**src/rtl/axis_video_framer.sv**
```systemverilog
// axis_video_framer
// Tags a raw pixel stream with start-of-frame / end-of-line markers based on
// column/row position and presents it on an AXI-stream master port. A
// two-entry buffer (output register plus skid register) keeps every master
// output registered while sustaining one transfer per cycle under
// back-pressure.

`timescale 1ns/1ps

`ifndef AXIS_DATA_WIDTH
`define AXIS_DATA_WIDTH 8
`endif

module axis_video_framer #(
   parameter int AXIS_DATA_WIDTH = `AXIS_DATA_WIDTH,
   parameter int IMG_WIDTH       = 2560,
   parameter int IMG_HEIGHT      = 1440,
   parameter int CNT_WIDTH       = 16
) (
   input  logic                         aclk,
   input  logic                         arst,
   input  logic                         s_valid,
   output logic                         s_ready,
   input  logic [AXIS_DATA_WIDTH-1:0]   s_data,
   output logic                         axis_tvalid,
   input  logic                         axis_tready,
   output logic [AXIS_DATA_WIDTH-1:0]   axis_tdata,
   output logic [AXIS_DATA_WIDTH/8-1:0] axis_tstrb,
   output logic [AXIS_DATA_WIDTH/8-1:0] axis_tkeep,
   output logic                         axis_tlast,
   output logic                         axis_tid,
   output logic                         axis_tdest,
   output logic                         axis_user,
   output logic                         frame_done,
   output logic [CNT_WIDTH-1:0]         frame_cnt
);

   localparam int COL_W  = (IMG_WIDTH  > 1) ? $clog2(IMG_WIDTH)  : 1;
   localparam int ROW_W  = (IMG_HEIGHT > 1) ? $clog2(IMG_HEIGHT) : 1;
   localparam int STRB_W = AXIS_DATA_WIDTH / 8;

   localparam logic [COL_W-1:0] COL_MAX = COL_W'(IMG_WIDTH - 1);
   localparam logic [ROW_W-1:0] ROW_MAX = ROW_W'(IMG_HEIGHT - 1);

   typedef enum logic [1:0] {
      ST_EMPTY = 2'd0,
      ST_ONE   = 2'd1,
      ST_FULL  = 2'd2
   } state_t;

   // One buffered pixel with its tags; flast marks the final pixel of a frame.
   typedef struct packed {
      logic                       flast;
      logic                       sof;
      logic                       eol;
      logic [AXIS_DATA_WIDTH-1:0] data;
   } entry_t;

   state_t                 state_q, state_d;
   entry_t                 out_q, out_d;
   entry_t                 skid_q, skid_d;
   logic [COL_W-1:0]       col_q, col_d;
   logic [ROW_W-1:0]       row_q, row_d;
   logic [CNT_WIDTH-1:0]   frame_cnt_q, frame_cnt_d;
   logic                   tvalid_q, tvalid_d;
   logic                   s_ready_q, s_ready_d;

   logic                   accept_s;
   logic                   xfer_s;
   entry_t                 new_s;

   assign accept_s = s_valid && s_ready_q;
   assign xfer_s   = tvalid_q && axis_tready;

   // Build the entry for the incoming pixel from the current position.
   always_comb begin
      new_s       = '0;
      new_s.data  = s_data;
      new_s.sof   = (col_q == {COL_W{1'b0}}) && (row_q == {ROW_W{1'b0}});
      new_s.eol   = (col_q == COL_MAX);
      new_s.flast = (col_q == COL_MAX) && (row_q == ROW_MAX);
   end

   // Advance column/row position on every accepted pixel.
   always_comb begin
      col_d = col_q;
      row_d = row_q;
      if (accept_s) begin
         if (col_q == COL_MAX) begin
            col_d = {COL_W{1'b0}};
            if (row_q == ROW_MAX) begin
               row_d = {ROW_W{1'b0}};
            end else begin
               row_d = row_q + ROW_W'(1);
            end
         end else begin
            col_d = col_q + COL_W'(1);
         end
      end else begin
         col_d = col_q;
         row_d = row_q;
      end
   end

   // Buffer occupancy FSM: decides which register loads and the next fill level.
   always_comb begin
      state_d = state_q;
      out_d   = out_q;
      skid_d  = skid_q;
      case (state_q)
         ST_EMPTY: begin
            if (accept_s) begin
               out_d   = new_s;
               state_d = ST_ONE;
            end else begin
               state_d = ST_EMPTY;
            end
         end
         ST_ONE: begin
            if (accept_s && xfer_s) begin
               out_d   = new_s;
               state_d = ST_ONE;
            end else if (accept_s) begin
               skid_d  = new_s;
               state_d = ST_FULL;
            end else if (xfer_s) begin
               state_d = ST_EMPTY;
            end else begin
               state_d = ST_ONE;
            end
         end
         ST_FULL: begin
            // Upstream is stalled here, so only the drain path matters.
            if (xfer_s) begin
               out_d   = skid_q;
               state_d = ST_ONE;
            end else begin
               state_d = ST_FULL;
            end
         end
         default: begin
            state_d = ST_EMPTY;
         end
      endcase
   end

   // Handshake flags are registered from the next state so neither depends
   // combinationally on axis_tready.
   always_comb begin
      tvalid_d  = (state_d != ST_EMPTY);
      s_ready_d = (state_d != ST_FULL);
   end

   // Completed-frame counter steps when the last pixel of a frame leaves.
   always_comb begin
      if (xfer_s && out_q.flast) begin
         frame_cnt_d = frame_cnt_q + CNT_WIDTH'(1);
      end else begin
         frame_cnt_d = frame_cnt_q;
      end
   end

   // State, buffer, position and counter registers.
   always_ff @(posedge aclk or posedge arst) begin
      if (arst) begin
         state_q     <= ST_EMPTY;
         out_q       <= '0;
         skid_q      <= '0;
         col_q       <= {COL_W{1'b0}};
         row_q       <= {ROW_W{1'b0}};
         frame_cnt_q <= {CNT_WIDTH{1'b0}};
         tvalid_q    <= 1'b0;
         s_ready_q   <= 1'b1;
      end else begin
         state_q     <= state_d;
         out_q       <= out_d;
         skid_q      <= skid_d;
         col_q       <= col_d;
         row_q       <= row_d;
         frame_cnt_q <= frame_cnt_d;
         tvalid_q    <= tvalid_d;
         s_ready_q   <= s_ready_d;
      end
   end

   assign s_ready     = s_ready_q;
   assign axis_tvalid = tvalid_q;
   assign axis_tdata  = out_q.data;
   assign axis_tlast  = out_q.eol;
   assign axis_user   = out_q.sof;
   assign axis_tstrb  = {STRB_W{1'b1}};
   assign axis_tkeep  = {STRB_W{1'b1}};
   assign axis_tid    = 1'b0;
   assign axis_tdest  = 1'b0;
   // The frame-end tag is registered; the pulse qualifies it with the live
   // handshake so it lines up with the transfer itself.
   assign frame_done  = xfer_s && out_q.flast;
   assign frame_cnt   = frame_cnt_q;

endmodule

```
**config.mk**
```make
export PLATFORM = sky130hd
export DESIGN_NAME = axis_video_framer
export DESIGN_NICKNAME = d
export VERILOG_FILES = /design/src/rtl/axis_video_framer.sv
export SDC_FILE = /design/constraint.sdc
export NUM_CORES = 1
export LEC_CHECK = 0
export CORE_MARGIN = 5
export CORE_UTILIZATION = 57
export CTS_CLUSTER_DIAMETER = 80
export DETAILED_ROUTE_END_ITERATION = 7
export DONT_BUFFER_PORTS = 1
export PLACE_DENSITY = 0.82
export REMOVE_ABC_BUFFERS = 1
export SLEW_MARGIN = 10
export SYNTH_ARGS = -nofsm -noshare
export SYNTH_HDL_FRONTEND = slang
export SYNTH_SLANG_ARGS = --single-unit
```
**constraint.sdc**
```tcl
create_clock -name aclk -period 1.8 [get_ports aclk]
set_input_delay 0.36 -clock aclk [delete_from_list [all_inputs] [get_ports aclk]]
set_output_delay 0.36 -clock aclk [all_outputs]
set_load 0.01 [all_outputs]
```
* After elaboration in Yosys (flattened, before gate mapping) *
Cells that the tools add are included.

operators by class
  $add $sub $neg = 3
  equal/unequal tests = 8
  muxes and demuxes = 12
  bitwise operators = 1
  reduce and logical (&&, ||, !) cells = 14

operators by type and width
  cell                                            count
  two-way mux 11 bit                              4
  one-hot mux 11 bit (3 select lines)             1
  adder 16 x 1 -> 16 bit (second input constant)  1
  adder 12 x 1 -> 12 bit (second input constant)  1
  == test 12 bit (second input constant)          1
  zero test 12 bit                                1
  two-way mux 12 bit                              1
  adder 11 x 1 -> 11 bit (second input constant)  1
  == test 11 bit (second input constant)          1
  zero test 11 bit                                1
  inequality test 2 bit (second input constant)   4
  logical AND 1 bit                               6
  two-way mux 2 bit                               3
  one-hot mux 2 bit (3 select lines)              1
  AND reduction 4 bit                             1
  AND reduction 3 bit                             1
  nonzero test 3 bit                              1
  == test 2 x 1 -> 1 bit (second input constant)  1
  == test 2 bit (second input constant)           1
  zero test 2 bit                                 1
  two-way mux 1 bit                               2
  AND reduction 2 bit                             1
  nonzero test 2 bit                              1
  NOT 1 bit                                       1

word-level totals
  register bits = 65
  input bits = 12
  output and inout bits = 33
  logic and storage cells = 52

* Logic depth before layout (Yosys ltp) *
  depth after elaboration = 6
  mapped depth = 6
  depth with buffers taken out = 6

* Least setup slack after synthesis *
OpenSTA, ideal clock, no wires.

  path type = reg2reg
  start point = register s_ready_q, in the netlist s_ready
  end point = register row_q[10]
  setup time = 0.087 ns
  arrival = 1.589 ns
  data required time = 1.713 ns
  setup slack = 0.124 ns
  stages on the path, launching flop included = 6
  buffers on the path = 1
  period minus slack after synthesis = 1.676 ns
  path through = dfstp_2 -> and4_1 -> buf_6 -> nand4_4 -> or4_1 -> o211ai_1

on the way
  word-level cells in the longest chain between the ends = 2

ends and longest elaborated chain
  item                           line  source
  start, declared                66    logic s_ready_q, s_ready_d;
  start signal, assigned         182   s_ready_q <= s_ready_d;
  logical AND 1 bit              72    assign accept_s = s_valid && s_ready_q;
  AND reduction 2 bit (no line)  --
  end signal, assigned           170   row_q <= {ROW_W{1'b0}};
  end signal, assigned           179   row_q <= row_d;
  end, declared                  63    logic [ROW_W-1:0] row_q, row_d;

Every way passes these cells.
A chain may end at the register's enable or synchronous reset.

* Final worst setup path *
  start point = register row_q[1]
  end point = register row_q[7]

on the way
  word-level cells in the longest chain between the ends = 2
  elaborated cells on any way between the ends = 3
  those cells by class = add/sub: 1; eq/ne: 1; mux: 1

ends and longest elaborated chain
  item                                                      line    source
  adder 11 x 1 -> 11 bit or == test 11 bit (tied branches)  94, 91
  two-way mux 11 bit *                                      91      if (row_q == ROW_MAX) begin

Mark *: on every way between the ends. The rest lies on a longest branch, timed or not.

==> results by stage <==
Drt:
- The number of nets with antenna violations after routing is 0.
- Across all layers, the routed design uses 2400 vias.
- The first-pass iteration count of the detailed router is 4.
- The number of remaining DRC errors is 0.
- In the routed layout, each cell is associated on average with a via count of 5.882.
- The DRC marker count from the first detailed-route iteration is 116.
- The final layout contains routed wiring with a total length of 6.758 mm.
- After detailed routing, the average wire length per cell comes to 16.56 um.

Min path:
- In this run the worst hold path is classified as primary input to flip-flop.

Synthesis:
- By area the synthesized netlist is led by dfrtp_1 49%, xnor2_1 5.1%, nand2_1 5.0%.
- The post-synthesis share of cell area spent on and, or, nand and nor gates is 23.80%.
- Sorting the synthesized cells by how often they occur yields 64 x dfrtp_1, 43 x nand2_1, 24 x nor2_1.
- Counting every instance in the synthesized netlist gives 317.
- The largest area contributor in the netlist is dfrtp_1.
- Multiplexer cells account for 3.768% of the synthesized area.
- The synthesized netlist devotes 6.959% of its cell area to compound gates.
- The synthesized netlist devotes 7.266% of its cell area to XOR and XNOR gates.
- After synthesis, the largest family of logic cells by area is simple AND/OR/NAND/NOR gates.
- The most common cell in the synthesized netlist is dfrtp_1.
- The sequential area share after synthesis is 50.02%.
- The adder and majority cell fraction of the synthesized area is 1.922%.
- In this run the mean area of a mapped cell was 10.27 um^2.
- The netlist uses 50 different library cells.
- Summed over its instances, the top area cell type makes up 49.21% of the synthesized netlist area.
- Counting flops with an async set or reset pin after synthesis yields a share of 100.0%.
- The number of synthesized flops with an enable pin is 0.
- The total of flip-flops plus latches after synthesis is 65.
- The most used flip-flop cell after synthesis is dfrtp_1.
- The mapped netlist covers 0.003254 mm^2.
- For this run, the number of Yosys warnings is 0.

Placed design:
- At the placement stage, the worst setup path has a slack of 0.1204 ns.
- The total instance count after detailed placement is 388.
- The number of port buffers is 0.
- The congestion estimate from routability-driven global placement came to 0.8738.
- The HPWL after detailed placement is 4.829 mm.

Global route:
- For this run the aggregate overflow at the end of global routing stands at 0.
- The largest net degree at the start of global routing is 52.
- The total global-route track usage is 19.66%.
- The number of global-route vias before repair came to 2383.
- The initial antenna violation count is 0.
- The first global-routing pass estimated 11.36 mm of wire.

Worst setup path:
- The classification of the worst setup path is flip-flop to flip-flop.
- Traced cell by cell, the critical path runs through ha_1 > nand4_1 > nor4_4 > buf_4 > a2bb2oi_1 > o41ai_2.
- The highest net fanout along the worst path is 6.
- The type of element launching the critical path is a flip-flop.
- The worst setup path is captured at a flip-flop.
- The delay of the slowest cell on the worst path is 0.39 ns.
- The buffers plus inverters on the worst setup path is 1.
- The family of cells with the greatest summed delay on the critical path is simple AND/OR/NAND/NOR gates.
- The required time reported for the critical path endpoint is 2.03 ns.
- The data arrival time of the critical path is 1.95 ns.
- The critical-path cell with the highest stage delay is dfrtp_1.

Timing:
- Of the available clock period, the critical path in the final layout requires 95.75%.
- At the pin with the least slew margin, the transition time is 0.5453 ns.
- The total count of max-transition violations in the final report is 0.
- The hold violation count in the final report is 0.
- Timing would allow up to 580.2 MHz.
- Counting I/O delays and the setup requirement, the final critical path takes 1.723 ns.
- Once routing completed, OpenROAD measured the worst setup slack at 0.07658 ns.
- The worst-case clock skew is 0.008485 ns.
- The normalized max-slew margin is 63.31%.
- Setup violations remaining at the end of the flow were counted as 0.

Floorplanning:
- The die covers 0.007321 mm^2.
- The placeable core area is 0.005540 mm^2.
- From bottom edge to top edge, the die measures 85.56 um.
- The I/O pin count is 45.
- The die extent in x is 85.56 um.
- The initial utilization of the core area, before any placement, comes to 58.74%.
- After floorplanning, the core was divided into 27 placement rows.

Finish:
- The final core area utilization is 65.29%.
- The proportion of layout cells with a drive suffix above 1 is 18.45%.
- The count of placed standard cells in the final layout, fillers left out is 408.
- The number of fill cells in the layout is 416.
- The area used by multi-input combinational logic is 0.001438 mm^2.
- The sequential cell area is 0.001629 mm^2.
- The relative area change from synthesis to final layout is 11.15%.
- After the last flow step, the layout net total stands at 348.
- The repair_antennas step left the layout with diodes totalling 0.

CTS:
- The clock sink total is 65.
- At the later pin of the worst-skew pair, clock insertion delay measures 0.35 ns.
- The clock root buffer is clkbuf_8.
- The CTS clock-pin slew for the worst setup and hold paths is 0.08 ns.
- The CTS tree is done.
- The buffer depth of the longest clock path is 2.
- The H-tree was split into 3 levels.
- The CTS buffer count is 9.

Power:
- The leakage component of the power is 1.590 nW.
- VDD sags by at most 690.1 uV.
- The design draws 4.775 mW.
- The power density of the placed cells is 1320 mW/mm^2.

Run:
- The max capacitance violation total is 0.

Status:
- The flow ran to the end, and the final reports show no timing, DRC or antenna violations.
## registers in the layout (all words and copies together) (netlist names)
name,flops
axis_tdata,8
axis_tlast,1
axis_tvalid,1
axis_user,1
col_q,12
frame_cnt,16
out_q,1
row_q,11
s_ready,1
skid_q,11
state_q,2
## stage by stage
stage | hold WS [ns] | area [um^2] | TNS (ns)
after floorplan | 0.4497 | 3103 | -14.21
after global placement | 0.2214 | 3356 | 0
after detailed placement | 0.2310 | 3356 | 0
after CTS | 0.1484 | 3593 | 0
after global routing | 0.1487 | 3617 | -0.04326
final | 0.1626 | 3617 | 0
## cell type report
| class | instances | share of cell area (%) |
|---|---|---|
| clock inverter | 6 | 2.490 |
| sequential | 65 | 45.04 |
| clock buffer | 10 | 3.805 |
| tap | 72 | 2.490 |
| timing repair buffer | 24 | 5.396 |
| inverter | 10 | 1.038 |
| multi-input combinational | 221 | 39.74 |
## cell usage in the layout (no fill, tap or decap), types with 4 or more instances in the layout
master,instances
dfrtp_1,63
buf_4,22
nand3_1,15
and3_1,4
a31oi_1,12
nor2_1,24
mux2_2,10
nand4_1,18
clkbuf_8,10
nand2_1,43
and4_1,4
xnor2_1,19
xor2_1,8
inv_1,9
nor3_1,4
ha_1,5
o21ai_0,8
nor4_1,6
conb_1,4
## power by group
group | leakage (nW) | internal (mW) | total, mW | switching, mW
Clock | 0.113 | 0.822 | 1.41 | 0.592
Sequential | 0.801 | 1.84 | 2.24 | 0.401
Combinational | 0.676 | 0.511 | 1.12 | 0.609
## worst register-to-register path, delay by kind of cell (launching register included)
kind	cells	cell delay, ns
buffers and inverters	1	0.18
adder cells (fa/ha/maj)	1	0.23
AO/OA/AOI/OAI	2	0.29
AND/OR/NAND/NOR	2	0.52
flip-flops	1	0.39
## metal layers
| layer | track usage (%) | share of wire, % | wire length, um |
|---|---|---|---|
| met3 | 4.995 | 5.8 | 395 |
| met1 | 25.50 | 45 | 3011 |
| met5 | 0 | 0 | 0 |
| met2 | 31.29 | 48 | 3265 |
| met4 | 8.489 | 1.3 | 85 |
## cell families after synthesis
family	after synthesis
AOI/OAI and AO/OA	34
xor gates and xnor gates	27
adders and majority gates	5
buffers and inverters	33
DFF	65
muxes	11
other	2
and+or+nand+nor	140
## what timing repair did
item                                    in CTS  in global routing
endpoints found under the setup margin       0                  6
endpoints found under the hold margin       14                  0
setup buffers                                0                  3
gates resized for setup                      0                  1
hold buffers                                 1                  0
## worst paths after layout
path	start	end	slack [ns]	cells after the start
max reg2reg	row_q[1]	row_q[7]	0.08	6
min reg2reg	skid_q[9]	skid_q[9]	0.50	2
max	row_q[1]	row_q[7]	0.08	6
min	s_data[0]	axis_tdata[0]	0.16	2
min in group asynchronous	arst	frame_cnt[5]	0.43	2
max in group asynchronous	arst	s_ready	0.73	3
Power figures use the tool's default switching activity.
